==> src/rtl/pc_fetch_ctrl.sv <==
// pc_fetch_ctrl
//
// Fetch-side program counter owner. Advances the PC sequentially, holds it
// on a decode hazard stall, and loads a redirect target reported by the
// writeback stage (jump-via-memory has priority over register jump / taken
// branch). Each accepted redirect raises flush for FLUSH_CYCLES cycles so the
// wrong-path instructions already in IF/ID, ID/EX and EX/MEM are squashed.
// While flushing, the PC holds the target and further redirect indications
// are ignored, since they can only come from squashed or bubble slots.
//
// Ports:
//   clk           system clock, rising-edge
//   rst_n         synchronous active-low reset
//   stall         hazard stall from decode (hold PC in RUN)
//   jump_mem      WB jump-via-memory valid, target on data_wb
//   branch_taken  WB register jump / taken branch valid, target on rs_wb
//   data_wb       memory-data jump target
//   rs_wb         register jump / branch target
//   pc            current fetch address (registered)
//   pc_plus1      pc + 1, combinational, wraps modulo 2^ADDR_W
//   flush         squash strobe for IF/ID, ID/EX, EX/MEM (registered)
//   redirect_sel  last redirect source: 0 sequential, 1 rs_wb, 2 data_wb
//   redirect_cnt  count of accepted redirects, wraps at 16 bits

module pc_fetch_ctrl #(
    parameter int                ADDR_W       = 32,
    parameter logic [ADDR_W-1:0] RESET_PC     = '0,
    parameter int                FLUSH_CYCLES = 3
) (
    input  logic              clk,
    input  logic              rst_n,
    input  logic              stall,
    input  logic              jump_mem,
    input  logic              branch_taken,
    input  logic [ADDR_W-1:0] data_wb,
    input  logic [ADDR_W-1:0] rs_wb,
    output logic [ADDR_W-1:0] pc,
    output logic [ADDR_W-1:0] pc_plus1,
    output logic              flush,
    output logic [1:0]        redirect_sel,
    output logic [15:0]       redirect_cnt
);

    if (FLUSH_CYCLES < 1 || FLUSH_CYCLES > 15) begin : g_bad_flush_cycles
        $error("pc_fetch_ctrl: FLUSH_CYCLES must be in 1..15");
    end

    typedef enum logic {
        RUN   = 1'b0,
        FLUSH = 1'b1
    } state_t;

    localparam logic [1:0]        SEL_SEQ  = 2'd0;
    localparam logic [1:0]        SEL_RS   = 2'd1;
    localparam logic [1:0]        SEL_DATA = 2'd2;
    localparam logic [3:0]        CNT_INIT = 4'(FLUSH_CYCLES - 1);
    localparam logic [ADDR_W-1:0] PC_ONE   = {{(ADDR_W-1){1'b0}}, 1'b1};

    state_t            state_q, state_d;
    logic [3:0]        cnt_q, cnt_d;
    logic [ADDR_W-1:0] pc_q, pc_d;
    logic              flush_q, flush_d;
    logic [1:0]        sel_q, sel_d;
    logic [15:0]       rcnt_q, rcnt_d;

    // Sequential address is also exported for the adder path.
    assign pc_plus1 = pc_q + PC_ONE;

    // ---- State register ----
    always_ff @(posedge clk) begin
        if (!rst_n) begin
            state_q <= RUN;
            cnt_q   <= 4'd0;
            pc_q    <= RESET_PC;
            flush_q <= 1'b0;
            sel_q   <= SEL_SEQ;
            rcnt_q  <= 16'd0;
        end else begin
            state_q <= state_d;
            cnt_q   <= cnt_d;
            pc_q    <= pc_d;
            flush_q <= flush_d;
            sel_q   <= sel_d;
            rcnt_q  <= rcnt_d;
        end
    end

    // ---- Next-state / next-PC logic ----
    always_comb begin
        state_d = state_q;
        cnt_d   = cnt_q;
        pc_d    = pc_q;
        flush_d = flush_q;
        sel_d   = sel_q;
        rcnt_d  = rcnt_q;

        case (state_q)
            RUN: begin
                // A redirect wins over a stall: the stalled instruction is
                // on the wrong path anyway and is about to be squashed.
                if (jump_mem || branch_taken) begin
                    pc_d    = jump_mem ? data_wb : rs_wb;
                    sel_d   = jump_mem ? SEL_DATA : SEL_RS;
                    rcnt_d  = rcnt_q + 16'd1;
                    flush_d = 1'b1;
                    cnt_d   = CNT_INIT;
                    state_d = FLUSH;
                end else if (stall) begin
                    sel_d = SEL_SEQ;
                end else begin
                    pc_d  = pc_plus1;
                    sel_d = SEL_SEQ;
                end
            end

            FLUSH: begin
                // PC parks on the target; stall and redirect inputs are
                // don't-cares until the countdown expires.
                if (cnt_q == 4'd0) begin
                    flush_d = 1'b0;
                    state_d = RUN;
                end else begin
                    cnt_d = cnt_q - 4'd1;
                end
            end

            default: begin
                state_d = RUN;
                flush_d = 1'b0;
                cnt_d   = 4'd0;
            end
        endcase
    end

    assign pc           = pc_q;
    assign flush        = flush_q;
    assign redirect_sel = sel_q;
    assign redirect_cnt = rcnt_q;

endmodule

==> config.mk <==
export PLATFORM = sky130hd
export DESIGN_NAME = pc_fetch_ctrl
export DESIGN_NICKNAME = d
export VERILOG_FILES = /design/src/rtl/pc_fetch_ctrl.sv
export SDC_FILE = /design/constraint.sdc
export NUM_CORES = 1
export LEC_CHECK = 0
export ABC_CLOCK_PERIOD_IN_PS = 2200
export CORE_MARGIN = 2
export CORE_UTILIZATION = 40
export DETAILED_ROUTE_END_ITERATION = 6
export PLACE_DENSITY = 0.75
export SLEW_MARGIN = 20
export SYNTH_ARGS = -nofsm -noshare
export SYNTH_HDL_FRONTEND = slang
export SYNTH_SLANG_ARGS = --single-unit
==> constraint.sdc <==
create_clock -name clk -period 2.2 [get_ports clk]
set_input_delay 0.44 -clock clk [delete_from_list [all_inputs] [get_ports clk]]
set_output_delay 0.44 -clock clk [all_outputs]
set_load 0.02 [all_outputs]
# Yosys cells after proc, flatten, opt, wreduce, memory -nomap -nowiden
# Cells that the tools add are included.
[word_totals] output_inout_bits=83 reg_bits=56 elab_cells=34
[classes] n_mux=14 bitwise=1 n_eq_ne=4 addsub=3 n_reduce_logical=6
[op_table] operator="2-to-1 mux 32 bit" count=3
[op_table] operator="adder 32 x 1 -> 32 bit, second input constant" count=1
[op_table] operator="adder 16 x 1 -> 16 bit, second input constant" count=1
[op_table] operator="2-to-1 mux 4 bit" count=2
[op_table] operator="case mux 4 bit (2 select lines)" count=1
[op_table] operator="AND reduction 2 bit" count=4
[op_table] operator="zero test 4 bit" count=1
[op_table] operator="2-to-1 mux 1 bit" count=4
[op_table] operator="2-to-1 mux 2 bit" count=2
[op_table] operator="inequality test 2 x 1 -> 1 bit, second input constant" count=2
[op_table] operator="inequality test 2 bit, second input constant" count=2
[op_table] operator="case mux 1 bit (2 select lines)" count=2
[op_table] operator="subtractor 4 x 1 -> 4 bit, second input constant" count=1
[op_table] operator="logical OR 1 bit" count=1
[op_table] operator="inverter 1 bit" count=1

# Logic depth before layout (Yosys ltp)
# Gate-level depths: netlist of the first run.
[logic_depth] word_depth=3 mapped_depth=8 depth_no_buf=7

# Worst setup path before layout of the first run
# Ideal clock, no wire load.
[synth_path] path_type="register to output" from="reg pc_q[3] (netlist: pc[3])" to="out pc_plus1[31]" stages_incl_launch_ff=7 arrival_ns=2.081 path_slack_ns=-0.321 required_ns=1.760 cell_sequence="dfxtp_1 nand4_2 buf_2 or2_2 nor3_2 nand4_1 xnor2_1"
[synth_via] elab_chain_cells=1
[synth_rtl] element="from (decl)" line="61" rtl="logic [ADDR_W-1:0] pc_q, pc_d;"
[synth_rtl] element="from (signal assigned)" line="81" rtl="pc_q <= pc_d;"
[synth_rtl] element="adder 32 x 1 -> 32 bit" line="67" rtl="assign pc_plus1 = pc_q + PC_ONE;"
[synth_rtl] element="to (decl)" line="38" rtl="output logic [ADDR_W-1:0] pc_plus1,"
# No other way between the ends.

# Final worst setup path of the first run
[layout_path] from="reg pc_q[10] (netlist: pc[10])" to="out pc_plus1[30]"
# Same word-level chain as after synthesis.

==> results of run 1 <==
-- placed cells by master (no fill, tap or decap), drive strengths merged, types with 14 or more instances in the layout --
master,n
buf,141
clkdlybuf4s50,119
dfxtp,56
nand2,40
o21ai,33
xnor2,31
nor2,29
nand3,25
nand4,18
and2,16
a21oi,14
-- power by group through the flow --
stage	registers (W)	clock network, W	logic (W)
global placement	0.00118	0	0.00113
CTS	0.00116	0.000595	0.00116
global route	0.00118	0.000638	0.00127
floorplan	0.00129	0	0.000457
finish	0.00117	0.000596	0.00120
detailed placement	0.00118	0	0.00115
-- worst paths after layout --
kind | cells after the start | endpoint | from | slack [ns]
min reg2reg | 2 | redirect_cnt[9] | redirect_cnt[9] | 0.54
min | 2 | redirect_cnt[9] | redirect_cnt[9] | 0.54
max reg2reg | 9 | pc[24] | pc[3] | 0.05
max | 6 | pc_plus1[30] | pc[10] | -0.30
-- registers in the layout, indices dropped and copies added, names as in the netlist --
signal / flops
pc: 32
redirect_cnt: 16
cnt_q: 4
redirect_sel: 2
flush: 1
state_q: 1
-- what timing repair did --
item / CTS / global route
gates resized for setup: 176 / 54
hold buffers: 0 / 0
pin swaps: 19 / 29
buffers inserted: 13 / 14
endpoints found under the setup margin: 30 / 29
-- synth_stat cells, types with 3 or more instances --
library cell   n
a22o_1        10
xnor2_1       31
o21ai_0       33
o211ai_1      10
nand3_1       23
mux2i_1       11
o31ai_1        8
ha_1           4
nor4_1         6
nor3_2         3
buf_2          4
a22oi_1       13
o31a_1         3
xor2_1        13
nor2_1        29
and2_1        16
a21o_1         3
nand2_1       40
a21oi_1       14
clkbuf_2       3
inv_1          7
a221o_1        6
dfxtp_1       56
nor2b_1        6
nor3_1         7
a21boi_0       9
nand4_1       16
a222oi_1       3
or3_1          4
clkbuf_1      30
and3_1        10
-- critical path: stages, from the launching register on --
cell and delay (ns):
dfxtp_2 0.36, nand4_4 0.12, or4_4 0.57, buf_4 0.17, nor3_4 0.24, xor2_2 0.15
buf_4 0.15
-- kinds of logic (layout without fill, tap and decap cells) --
| kind of cell | Yosys count | after routing | share of synthesized area |
|---|---|---|---|
| AO/OA/AOI/OAI | 131 | 131 | 0.246 |
| XOR/XNOR | 44 | 44 | 0.103 |
| adder cells (fa/ha/maj) | 4 | 4 | 0.0134 |
| buffers and inverters | 45 | 281 | 0.0475 |
| flip-flops | 56 | 56 | 0.300 |
| multiplexers | 11 | 11 | 0.0295 |
| AND/OR/NAND/NOR | 176 | 176 | 0.260 |
-- per-layer routing --
metal / wire [microns] / GRT usage
met3: 1080 / 0.0361
met1: 6110 / 0.348
met5: 0 / 0
met2: 7610 / 0.487
met4: 483 / 0.0906
-- cell type report --
cell class / count / area, sq um / share of cell area
Tap cell: 111 / 139 / 0.0210
Clock buffer: 6 / 82.6 / 0.0125
Timing Repair Buffer: 266 / 2410 / 0.364
Multi-Input combinational cell: 366 / 2790 / 0.422
Sequential cell: 56 / 1150 / 0.175
Inverter: 7 / 26.3 / 0.00397
Clock inverter: 2 / 10.0 / 0.00151
-- per-stage QoR --
stage,instances,utilization,setup WS [ns],total power [W]
floorplan,467,-,-0.102,0.00175
global placement,783,0.657,-0.399,0.00231
detailed placement,783,0.657,-0.422,0.00233
CTS,801,0.690,-0.342,0.00292
global route,814,0.723,-0.353,0.00309
finish,814,0.723,-0.299,0.00297
==> out/qor.txt, run 1 <==
1st-iter DRT viols - 260
sum of negative setup slack - -3.23 ns
period utilization - 1.14
clock buffers created by TritonCTS - 5
number of primary I/O pins - 152
leakage - 2.89 nW
CTS Root Cell - clkbuf_8
Cells after Synth - 467
initial antenna violation count - 0
CTS tree - done
CTS clk-pin slew, worst paths - 0.10 ns
first-pass detailed-route iteration total - 5
RSZ-0062 raised after global routing - true
Logic pwr share - 0.405
Finished Cell Area - 6620 sq um
synth unique cells - 58
critical path class - flop to primary output
Achievable Freq - 400 MHz
Worst Path Max Fanout - 2
Crit. End Element - primary output
GRT Total Usage - 0.276
final hold viol count - 0
post-DP HPWL - 10,500 microns
row cnt - 35
vias in the first global route - 4,524
worst skew pair latency - 0.31 ns
syn_area_per_cell - 8.00 sq um
FF+latch count, synth - 56
Setup crit start kind - flop
Slew headroom - 0.639
Switching Share - 0.346
placed inst area - 6010 sq um
layout cell share with drive strength beyond 1 - 0.331
Ys Warns - 0
HP Class - flop to flop
Post-Syn Nets - 540
failing checks - setup timing
Total Wirelength - 15,300 microns
clock share of power - 0.201
Initial Util - 0.408
synth-to-layout area growth - 77.0%
first-pass GRT wire length - 22,300 microns
switching power - 0.00103 W
skew final - 0.0122 ns
NumNets Final - 775
CTS H-tree depth - 2
Die W - 101 microns
Vias/cell - 5.82
DRT antenna net count - 0
cell taking the most area after synthesis - dfxtp_1
residual DRC count - 0
die area - 10,100 sq um
Crit path required time - 1.76 ns
PnR worst setup slack - -0.299 ns
Post-synth ARST share - 0
fill cell total of the finished layout - 654
Wirelength per Cell - 18.8 microns
sequential area share after synthesis - 0.300
worst hold slack - 0.542 ns
VDD IR max - 0.279 mV
Synth Flop Type - dfxtp_1
total gr overflow - 0
Max Cap Viol - 0
Final setup viols - 23
Synth area leaders - dfxtp_1 30%, xnor2_1 7.3%, o21ai_0 4.4%
Final min period - 2.50 ns
top cell type's share of synthesized area - 0.300
CTS Buffer Depth - 2
clk sinks - 56
RePlAce Congestion - 0.973
PortBufs - 151
status - complete, but fails checks
Synth Cell Area - 3740 sq um
number of diodes - 0
pin count of the biggest net entering global routing - 35
routed via count - 4,741
CP arrival - 2.06 ns
worst-margin pin slew - 0.541 ns
Die Ht - 101 microns
Max Transition Viols Final - 0
core area - 9150 sq um
Post-synth EDFFs - 0
Internal - 0.00194 W
Power Dens Cells - 448 nW/um^2
sequential share of power - 0.394
Note: power is estimated with default switching activity, not from simulation.
==> run 2, diff against run 1 <==
--- a/config.mk
+++ b/config.mk
@@ -5,7 +5,8 @@
 export SDC_FILE = /design/constraint.sdc
 export NUM_CORES = 1
 export LEC_CHECK = 0
-export ABC_CLOCK_PERIOD_IN_PS = 2200
+export ABC_AREA = 1
+export ABC_CLOCK_PERIOD_IN_PS = 2900
 export CORE_MARGIN = 2
 export CORE_UTILIZATION = 40
 export DETAILED_ROUTE_END_ITERATION = 6
==> constraint.sdc (replaced) <==
create_clock -name clk -period 2.9 [get_ports clk]
set_input_delay 0.58 -clock clk [delete_from_list [all_inputs] [get_ports clk]]
set_output_delay 0.58 -clock clk [all_outputs]
set_load 0.02 [all_outputs]
==> run 2 against run 1 <==
Critical endpoint is now pc_plus1[6]. Final cell count grew 1.6%. The run now ends clean. First-iteration DRC count shrank 48%. Largest cell class unchanged. Synthesized area about the same. Largest power group is now sequential cells. Combinational power is 32% lower.
==> out/qor.txt, run 2 <==
initial antenna violation count - 0
R2R cell count - 9
Wirelength per Cell - 14.9 microns
Crit. End Element - primary output
worst hold endpoint - cnt_q[0]
CTS clk-pin slew, worst paths - 0.11 ns
1st-iter DRT viols - 134
CP arrival - 2.21 ns
post-synthesis mux area share - 0
clk sinks - 56
Synth Area in Compound Gates - 0.213
Setup crit start kind - flop
Post-Synth XOR/XNOR Area - 0.0425
Synth Flop Type - dfxtp_1
sum of negative setup slack - 0 ns
VDD IR max - 0.254 mV
worst skew pair latency - 0.32 ns
Crit path required time - 2.32 ns
PortBufs - 151
worst r2r src - pc[1]
CP top delay family - buffers and inverters
post-DP HPWL - 9320 microns
syn_area_per_cell - 6.55 sq um
commonest non-fill, non-tap cell in the layout - nand2_1
total gr overflow - 0
Worst R2R End - pc[24]
critical path class - flop to primary output
synth-to-layout area growth - 47.4%
Simple-Gate Fraction of Synth Area - 0.362
CTS H-tree depth - 2
Initial Util - 0.409
Synth Cell Area - 3740 sq um
crit-path cells - ha_1, nand2_2, nor2_4, nand2_2, xnor2_1, clkdlybuf4s50_1
FF+latch count, synth - 56
worst-path cell with the longest stage delay - clkdlybuf4s50_1
first-pass GRT wire length - 19,100 microns
CTS tree - done
Die Ht - 101 microns
Vias/cell - 5.14
Hold Path Depth - 1
Post-Layout Cell Count - 827
number of diodes - 0
vias in the first global route - 3,951
R2R setup slack - 1.24 ns
Final setup viols - 0
Achievable Freq - 358 MHz
Synth area leaders - dfxtp_1 30%, nand2_1 16%, nor2_1 7.8%
first-pass detailed-route iteration total - 4
pin count of the biggest net entering global routing - 49
residual DRC count - 0
Post-synth ARST share - 0
final hold viol count - 0
largest family of logic cells by synthesized area - simple AND/OR/NAND/NOR gates
Ys Warns - 0
HP Class - flop to flop
leakage - 2.24 nW
Worst Path Max Fanout - 4
die area - 10,100 sq um
top cell type's share of synthesized area - 0.300
number of primary I/O pins - 152
GRT Total Usage - 0.232
Max Cap Viol - 0
period utilization - 0.963
skew final - 0.00810 ns
Slew headroom - 0.489
RePlAce Congestion - 0.945
clock buffers created by TritonCTS - 5
status - complete, no violations
sequential area share after synthesis - 0.300
Util after Layout - 0.602
Largest register FFs - 32
NumNets Final - 788
row cnt - 35
RSZ-0062 raised after global routing - false
fill cell total of the finished layout - 861
Cells after DPL - 819
Cells after Synth - 571
CTS Root Cell - clkbuf_8
routed via count - 4,253
count leader, synth - nand2_1
DRT antenna net count - 0
most used cell, CP - nand2_2
Adder-Cell Fraction of Synth Area - 0.0134
Total Wirelength - 12,300 microns
synth unique cells - 33
Hold Crit Start - cnt_q[0]
Post-synth EDFFs - 0
core area - 9150 sq um
Final min period - 2.79 ns
top cells by count, synth - 157 x nand2_1, 78 x nor2_1, 56 x dfxtp_1, 45 x inv_1, 43 x o21ai_0
cell taking the most area after synthesis - dfxtp_1
Max Transition Viols Final - 0
layout cell share with drive strength beyond 1 - 0.0894
CP Buf/Inv Count - 1
worst-margin pin slew - 0.765 ns
CTS Buffer Depth - 2
most frequent cells in the layout - 157 x nand2_1, 136 x clkdlybuf4s50_1, 76 x nor2_1
Power Dens Cells - 419 nW/um^2
CP peak stage delay - 0.66 ns
Post-Syn Nets - 644
Die W - 101 microns
-- run 2: cell count changes in the layout (fill, tap and decap cells not counted), moves of 13 or more --
cell,delta
a21oi_1,+28
a22o_1,+13
buf_4,-109
buf_6,-20
clkdlybuf4s50_1,+17
inv_1,+38
nand2_1,+124
nand4_1,-15
nor2_1,+53
xnor2_1,-18
-- run 2: repair_timing --
| item | 4_1_cts | 5_1_grt |
|---|---|---|
| hold buffers | 0 | 0 |
| setup endpoints to repair | 7 | 14 |
| gates resized for setup | 7 | 23 |
| buffers inserted | 0 | 0 |
-- run 2: power breakdown --
| group | switching, W | leakage, nW | total [W] | internal [W] |
|---|---|---|---|---|
| clock network | 0.000284 | 0.0548 | 0.000545 | 0.000261 |
| registers | 0.000103 | 0.465 | 0.000946 | 0.000843 |
| logic | 0.000431 | 1.72 | 0.000818 | 0.000387 |
-- run 2: final cells by class --
cell class / count / area, sq um / share of cell area
inverter: 45 / 169 / 0.0306
clock buffer: 5 / 68.8 / 0.0125
timing repair buffer: 158 / 1580 / 0.286
clock inverter: 3 / 46.3 / 0.00840
multi-input combinational: 449 / 2380 / 0.432
tap: 111 / 139 / 0.0252
sequential: 56 / 1130 / 0.206
-- run 2: kinds of logic after synthesis --
group | after synthesis
buffers and inverters | 66
AOI/OAI and AO/OA | 133
xor gates and xnor gates | 13
DFF | 56
adders and majority gates | 4
and+or+nand+nor | 299
-- run 2: how the worst max path moves through the flow --
stage / start / end / slack (ns) / depth (start not counted)
6_report: pc[1] / pc_plus1[6] / 0.11 / 6
5_1_grt: pc[21] / pc_plus1[31] / 0.004 / 7
4_1_cts: pc[1] / pc_plus1[18] / 0.008 / 8
3_5_place_dp: pc[1] / pc_plus1[16] / 0.28 / 8
3_3_place_gp: pc[0] / pc_plus1[16] / 0.33 / 8
2_1_floorplan: pc[1] / pc_plus1[16] / 0.76 / 7
-- run 2: per-layer routing --
metal / track usage / part of all wire / routed length, microns / vias to the layer above
li1: - / - / - / 2159
met1: 0.295 / 0.44 / 5420 / 1949
met2: 0.413 / 0.49 / 5970 / 131
met3: 0.0388 / 0.059 / 729 / 14
met4: 0.0485 / 0.013 / 165 / 0
met5: 0 / 0 / 0 / -
-- run 2: worst register-to-register path, cell delays in order (launching register included) --
cell      delay [ns]
dfxtp_1         0.42
ha_1            0.23
nand2_2         0.08
nor2_4          0.17
nand2_4         0.14
nor2_4          0.19
nand3b_1        0.09
nand2_1         0.09
nand2_1         0.05
a21oi_1         0.13
-- run 2: per-stage QoR --
step	setup slack [ns]	cell area (sq um)	hold WS [ns]	total power (W)
2_1_floorplan	0.764	3740	0.449	0.00136
3_3_place_gp	0.333	5360	0.471	0.00177
3_5_place_dp	0.277	5360	0.474	0.00179
4_1_cts	0.00799	5470	0.493	0.00232
5_1_grt	0.00400	5510	0.516	0.00243
6_report	0.107	5510	0.491	0.00231
